$ cat config.mk
export PLATFORM = sky130hd
export DESIGN_NAME = serial_adder
export DESIGN_NICKNAME = d
export VERILOG_FILES = /design/src/rtl/serial_adder_pkg.sv /design/src/rtl/full_adder_1b.sv /design/src/rtl/serial_adder.sv
export SDC_FILE = /design/constraint.sdc
export NUM_CORES = 1
export LEC_CHECK = 0
export ABC_AREA = 0
export BUFFER_PORTS_ARGS = -buffer_cell sky130_fd_sc_hd__buf_2
export CAP_MARGIN = 20
export CELL_PAD_IN_SITES_DETAIL_PLACEMENT = 1
export CELL_PAD_IN_SITES_GLOBAL_PLACEMENT = 2
export CORE_ASPECT_RATIO = 0.5
export CORE_MARGIN = 3
export CORE_UTILIZATION = 30
export CTS_CLUSTER_DIAMETER = 30
export CTS_CLUSTER_SIZE = 10
export DETAILED_ROUTE_END_ITERATION = 16
export PLACE_DENSITY_LB_ADDON = 0.1
export SLEW_MARGIN = 10
export SYNTH_ARGS = -nofsm -noshare
export SYNTH_HDL_FRONTEND = slang
export SYNTH_SLANG_ARGS = --single-unit
$ cat constraint.sdc
create_clock -name clk -period 1.1 [get_ports clk]
set_input_delay 0.165 -clock clk [delete_from_list [all_inputs] [get_ports clk]]
set_output_delay 0.165 -clock clk [all_outputs]
set_load 0.01 [all_outputs]
$ cat src/rtl/serial_adder_pkg.sv
// Shared definitions for the bit-serial adder: FSM state encoding.
package serial_adder_pkg;

  typedef enum logic [1:0] {
    ST_IDLE  = 2'd0,
    ST_SHIFT = 2'd1,
    ST_DONE  = 2'd2
  } state_e;

endpackage

$ cat src/rtl/full_adder_1b.sv
// One-bit full adder built from two half-adder stages and an OR on their carries.
module full_adder_1b (
  input  logic x,
  input  logic y,
  input  logic cin,
  output logic s,
  output logic co
);

  logic hs1;
  logic hc1;
  logic hc2;

  // First half adder on the operands, second folds in the carry.
  always_comb begin
    hs1 = x ^ y;
    hc1 = x & y;
    s   = hs1 ^ cin;
    hc2 = hs1 & cin;
    co  = hc1 | hc2;
  end

endmodule

$ cat src/rtl/serial_adder.sv
// Bit-serial WIDTH-bit adder: operands shift out LSB-first through one full adder
// cell, with the sum reassembled MSB-in over WIDTH cycles.
module serial_adder
  import serial_adder_pkg::*;
#(
  parameter int unsigned WIDTH = 8
) (
  input  logic             clk,
  input  logic             rst,
  input  logic             start,
  input  logic [WIDTH-1:0] a,
  input  logic [WIDTH-1:0] b,
  output logic             busy,
  output logic             done,
  output logic [WIDTH-1:0] sum,
  output logic             cout
);

  localparam int unsigned CW = $clog2(WIDTH);
  localparam logic [CW-1:0] LAST_BIT = CW'(WIDTH - 1);

  state_e           state;
  logic [WIDTH-1:0] a_sr;
  logic [WIDTH-1:0] b_sr;
  logic             carry;
  logic [CW-1:0]    cnt;
  logic             fa_s;
  logic             fa_co;

  full_adder_1b u_fa (
    .x   (a_sr[0]),
    .y   (b_sr[0]),
    .cin (carry),
    .s   (fa_s),
    .co  (fa_co)
  );

  // FSM, operand shifters, carry, bit counter and registered outputs.
  always_ff @(posedge clk) begin
    if (rst) begin
      state <= ST_IDLE;
      a_sr  <= '0;
      b_sr  <= '0;
      carry <= 1'b0;
      cnt   <= '0;
      busy  <= 1'b0;
      done  <= 1'b0;
      sum   <= '0;
      cout  <= 1'b0;
    end else begin
      case (state)
        ST_IDLE: begin
          done <= 1'b0;
          if (start) begin
            a_sr  <= a;
            b_sr  <= b;
            carry <= 1'b0;
            cnt   <= '0;
            sum   <= '0;
            busy  <= 1'b1;
            state <= ST_SHIFT;
          end
        end
        ST_SHIFT: begin
          // start is deliberately ignored here; operands are already captured.
          sum   <= {fa_s, sum[WIDTH-1:1]};
          a_sr  <= {1'b0, a_sr[WIDTH-1:1]};
          b_sr  <= {1'b0, b_sr[WIDTH-1:1]};
          carry <= fa_co;
          cnt   <= cnt + CW'(1);
          if (cnt == LAST_BIT) begin
            cout  <= fa_co;
            busy  <= 1'b0;
            done  <= 1'b1;
            state <= ST_DONE;
          end
        end
        ST_DONE: begin
          done <= 1'b0;
          if (start) begin
            // Back-to-back load: no idle cycle between results.
            a_sr  <= a;
            b_sr  <= b;
            carry <= 1'b0;
            cnt   <= '0;
            sum   <= '0;
            busy  <= 1'b1;
            state <= ST_SHIFT;
          end else begin
            state <= ST_IDLE;
          end
        end
        default: begin
          busy  <= 1'b0;
          done  <= 1'b0;
          state <= ST_IDLE;
        end
      endcase
    end
  end

endmodule

# Word-level counts from Yosys, hierarchy flattened
# Cells that the tools add are included.
[classes] add_sub_neg=1 n_eq_ne=6 muxes=17 bitwise_logic=6 n_reduce_logical=8
[ops] op="8-bit case mux with 2 select lines" n=3
[ops] op="8-bit two-way mux" n=3
[ops] op="2-bit AND reduction" n=4
[ops] op="2-bit case mux with 3 select lines" n=1
[ops] op="3-bit case mux with 2 select lines" n=1
[ops] op="1-bit two-way mux" n=4
[ops] op="2-bit two-way mux" n=2
[ops] op="2-bit inequality test (second input constant)" n=2
[ops] op="1-bit case mux with 2 select lines" n=2
[ops] op="2-bit OR reduction" n=2
[ops] op="3-bit by 1-bit adder with 3-bit output (second input constant)" n=1
[ops] op="3-bit == test (second input constant)" n=1
[ops] op="3-bit two-way mux" n=1
[ops] op="1-bit AND" n=2
[ops] op="2-bit by 1-bit == test with 1-bit output (second input constant)" n=1
[ops] op="2-bit == test (second input constant)" n=1
[ops] op="2-bit zero test" n=1
[ops] op="2-bit by 1-bit inequality test with 1-bit output (second input constant)" n=1
[ops] op="2-bit nonzero test" n=1
[ops] op="1-bit XOR" n=2
[ops] op="1-bit inverter" n=1
[ops] op="1-bit OR" n=1
[totals] ff_bits=33 output_inout_bits=11

# Logic depth before layout (Yosys ltp)
[depth] ltp_word=4 depth_mapped=6 mapped_depth_nobuf=5

# Cells and area by module
# From an unflattened synthesis, not the netlist that was laid out.
[unflattened] hier_cells=142 hier_area_um2=1502.7
[by_module_without_submodules] module="serial_adder" n_inst=1 cells_each=141 area_per_inst_um2=1482.7 seq_area_each_um2=660.6
[by_module_without_submodules] module="full_adder_1b" n_inst=1 cells_each=1 area_per_inst_um2=20.0 seq_area_each_um2=0.0

# Worst setup path before layout
# No wires, ideal clock.
[synth_timing] kind="flip-flop to flip-flop" startpoint="register state[0]" endpoint="register a_sr[0]" setup_ns=0.140 arrival_time_ns=1.003 required_time_ns=0.960 setup_slack_ns=-0.043 stages_incl_launch_ff=7 n_path_buf=3 synth_period_minus_slack_ns=1.143 path_cell_list="dfxtp_1 buf_6 nor2b_4 buf_6 buf_6 nor3_2 a211oi_2"
[synth_between] elab_chain_cells=4
[synth_rtl] element="start: declaration" line="serial_adder.sv:22" source="state_e state;"
[synth_rtl] element="start signal: assignment" line="serial_adder.sv:41" source="state <= ST_IDLE;"
[synth_rtl] element="start signal: assignment" line="serial_adder.sv:61" source="state <= ST_SHIFT;"
[synth_rtl] element="start signal: assignment" line="serial_adder.sv:75" source="state <= ST_DONE;"
[synth_rtl] element="2-bit == test or 2-bit zero test (tied branches)" line="serial_adder.sv:51" source="case (state)"
[synth_rtl] element="2-bit OR reduction (no line)"
[synth_rtl] element="2-bit by 1-bit inequality test with 1-bit output (no line) or 2-bit nonzero test (tied branches)"
[synth_rtl] element="2-bit AND reduction (no line)"
[synth_rtl] element="end signal: assignment" line="serial_adder.sv:67" source="a_sr <= {1'b0, a_sr[WIDTH-1:1]};"
[synth_rtl] element="end: declaration" line="serial_adder.sv:23" source="logic [WIDTH-1:0] a_sr;"
# Parallel ways exist; a longest one is shown, timed or not.
# A chain may end at the register's enable or synchronous reset.

# Worst setup path after layout
[layout_timing] startpoint="register carry" endpoint="register sum[7]"
[layout_between] elab_chain_cells=2
[layout_rtl] element="start: declaration" line="serial_adder.sv:25" source="logic carry;"
[layout_rtl] element="start signal: assignment" line="serial_adder.sv:69" source="carry <= fa_co;"
[layout_rtl] element="1-bit XOR" line="full_adder_1b.sv:18" source="s = hs1 ^ cin;"
[layout_rtl] element="8-bit case mux with 2 select lines" line="serial_adder.sv:51"
[layout_rtl] element="end signal: assignment" line="serial_adder.sv:66" source="sum <= {fa_s, sum[WIDTH-1:1]};"
[layout_rtl] element="end: declaration" line="serial_adder.sv:15" source="output logic [WIDTH-1:0] sum,"
# No other way between the ends.

==> flow_metrics.tcl <==
set metrics [dict create \
    placed_cells 253 \
    async_flop_share_pct 0 \
    r2r-start "carry" \
    holdBufCountCts 0 \
    syn_inst 155 \
    grt_overflow 0 \
    hold_viol_final 0 \
    p_seq_share_pct 47.1 \
    leakage_nw 0.814 \
    grt_util_met3_pct 4.97 \
    initial_core_util_pct 33.3 \
    grt_first_pass_wirelength_mm 6.18 \
    finalPower_mw 2.83 \
    ys_seq_area_share_pct 42.2 \
    setup.worst_path.class "flip-flop to flip-flop" \
    synth_flop_cell "dfxtp_1" \
    drc 0 \
    hold_path_startpoint "b[1]" \
    rows 17 \
    syn_nets 177 \
    grt_max_degree 17 \
    syn2layout_area_growth_pct 35.5 \
    vdd_drop_max_uv 453 \
    holdPathEnd "b_sr[1]" \
    num_vias 1276 \
    worst_r2r_endpoint "sum[7]" \
    clock_sinks 33 \
    path_buf_inv 1 \
    slowest_delay_ns 0.55 \
    reg2reg_depth 4 \
    hpwl_mm 2.52 \
    violations "setup timing" \
    cts_inserted_buffers 5 \
    htreeDepth 2 \
    required_ns 1.26 \
    globalplace.congestion 0.674 \
    viasPerCell 4.85 \
    diodes 0 \
    clk_pin_slew_ns 0.07 \
    core_area_sq_um 4700 \
    clkPwrFrac_pct 31.0 \
    worstPathArrival_ns 1.37 \
    critPathLaunchType "flip-flop" \
    hold_depth 3 \
    p_sw_uw 791 \
    ys_types 26 \
    met2_usage_pct 19.3 \
    setup_slack_ns -0.110 \
    fin_tns_setup_ns -0.725 \
    synthesis.area_sq_um 1570 \
    worstPathCellList "inv_2, fa_2, nand2b_4, a21oi_2" \
    fin_crit_sh_pct 110 \
    grt_usage_pct 12.9 \
    finalSetupViolCount 25 \
    final_cell_mix "dfxtp_1, buf_2, mux2i_1, nand3_1, a211oi_2" \
    cp-end-kind "flip-flop" \
    holdWs_ns 0.224 \
    worstMarginPinSlew_ns 0.265 \
    instances_no_fill 263 \
    cpLargestDelayFamily "adder cells" \
    io_pins 30 \
    fin_worst_skew_ns 0.00576 \
    cts_tree "done" \
    clock-root-buffer "clkbuf_8" \
    drtIter0Drc 19 \
    fin_area_sq_um 2120 \
    grt_pass1_vias 1288 \
    max_freq_mhz 826 \
    timing.hold.worst.class "input port to flip-flop" \
    combPwrFrac_pct 21.9 \
    ant_nets 0 \
    p_int_mw 2.04 \
    drt_first_pass_iters 4 \
    layout_min_cycle_time_ns 1.21 \
    max-clock-path-buffers 2 \
    clk_latency_ns 0.28 \
    slew_violations 0 \
    path_depth 4 \
    status "finished, violations left" \
    rsz0062_at_grt "yes" \
    dieArea_sq_um 6180 \
    slew_headroom_pct 81.8 \
    synth-seq-cells 33 \
    antenna_found_initial 0 \
    maxCapViolations 0 \
    p_sw_share_pct 27.9 \
    synth-edff-count 0 \
    wl_per_cell_um 15.1 \
    io_buffers 29 \
    grt_busiest_layer "met2" \
    crit_fanout 2 \
    cp_slowest_cell "fa_2" \
    r2r_slack_ns -0.11 \
    wl_mm 3.97 \
    globalRouteMet1Util_pct 17.5 \
    nNetsFinal 218 \
    syn_avg_cell_area_sq_um 10.1 \
    drive_gt1_share_pct 50.3 \
    die_w_um 108 \
    multi_input_area_sq_um 908 \
    placed_cell_area_sq_um 1870 \
    yosys_warnings 0 \
    seq_area_sq_um 668 \
    fillerInstances 543 \
    die_h_um 57.1 \
    p_per_area_nw_per_um2 1330 \
    pre_cts_slack_ns -0.128 \
    utilization_pct 45.1 \
]
flip-flops by register name, summed over array words and instances (netlist names):
register,flops
cnt,3
b_sr,8
a_sr,8
cout,1
busy,1
done,1
state,2
sum,8
carry,1
worst max-delay path by stage:
stage | slack, ns | start | endpoint
after detailed placement | -0.13 | state[0] | b_sr[2]
after global routing | -0.16 | state[0] | b_sr[1]
after floorplan | -0.04 | state[0] | a_sr[0]
after CTS | -0.07 | carry | sum[7]
after global placement | -0.08 | state[0] | b_sr[0]
final | -0.11 | carry | sum[7]
synth_stat cells, types with 2 or more instances:
cell       n  area [sq um]
a211oi_1   4          30.0
a211oi_2  10           125
a21oi_1   15          75.1
buf_2      3          15.0
buf_4      2          15.0
buf_6      5          56.3
clkbuf_1   4          15.0
dfxtp_1   33           661
ha_1       2          25.0
inv_1      3          11.3
mux2i_1   16           160
nand2_1   10          37.5
nand2b_1   4          25.0
nand3_1   14          70.1
nor2_1     5          18.8
nor3_1     5          25.0
nor3_2    10           100
o21a_1     2          15.0
tightest hold or removal path: stages:
cell and delay [ns]:
buf_2 0.10, mux2i_1 0.11, a211oi_1 0.08
layout make-up:
class | instances | area share (%)
flip-flops and latches | 33 | 31.5
multi-input cells | 106 | 42.8
repair buffers | 47 | 17.5
well taps | 66 | 3.89
inverters | 3 | 0.531
clock buffers | 8 | 3.77
metal layers:
layer | wire, um | vias up | share of wire (%)
met4 | 27 | 0 | 0.68
met3 | 170 | 4 | 4.3
met1 | 1990 | 615 | 50
met5 | 0 | - | 0
met2 | 1780 | 24 | 45
li1 | - | 633 | -
logic make-up (layout without fill, tap and decap cells):
family	Yosys count	after routing	synth area share (%)
AND/OR/NAND/NOR	53	54	20.8
AO/OA/AOI/OAI	33	33	16.7
flip-flops	33	33	42.2
buffers and inverters	17	58	7.19
multiplexers	16	16	10.2
adder cells (fa/ha/maj)	3	3	2.88
power groups by stage:
stage / Clock [mW] / Combinational (mW) / Sequential, mW
after detailed placement: 0 / 0.533 / 1.35
after floorplan: 0 / 0.371 / 1.34
final: 0.877 / 0.621 / 1.33
after global placement: 0 / 0.527 / 1.35
after global routing: 0.987 / 0.674 / 1.35
after CTS: 0.925 / 0.554 / 1.33
repair_timing:
item / in CTS / in global routing
setup buffers: 0 / 0
cloned: 1 / 1
pin swaps: 1 / 18
endpoints found under the setup margin: 28 / 28
gates resized for setup: 13 / 22
Power figures use the tool's default switching activity.
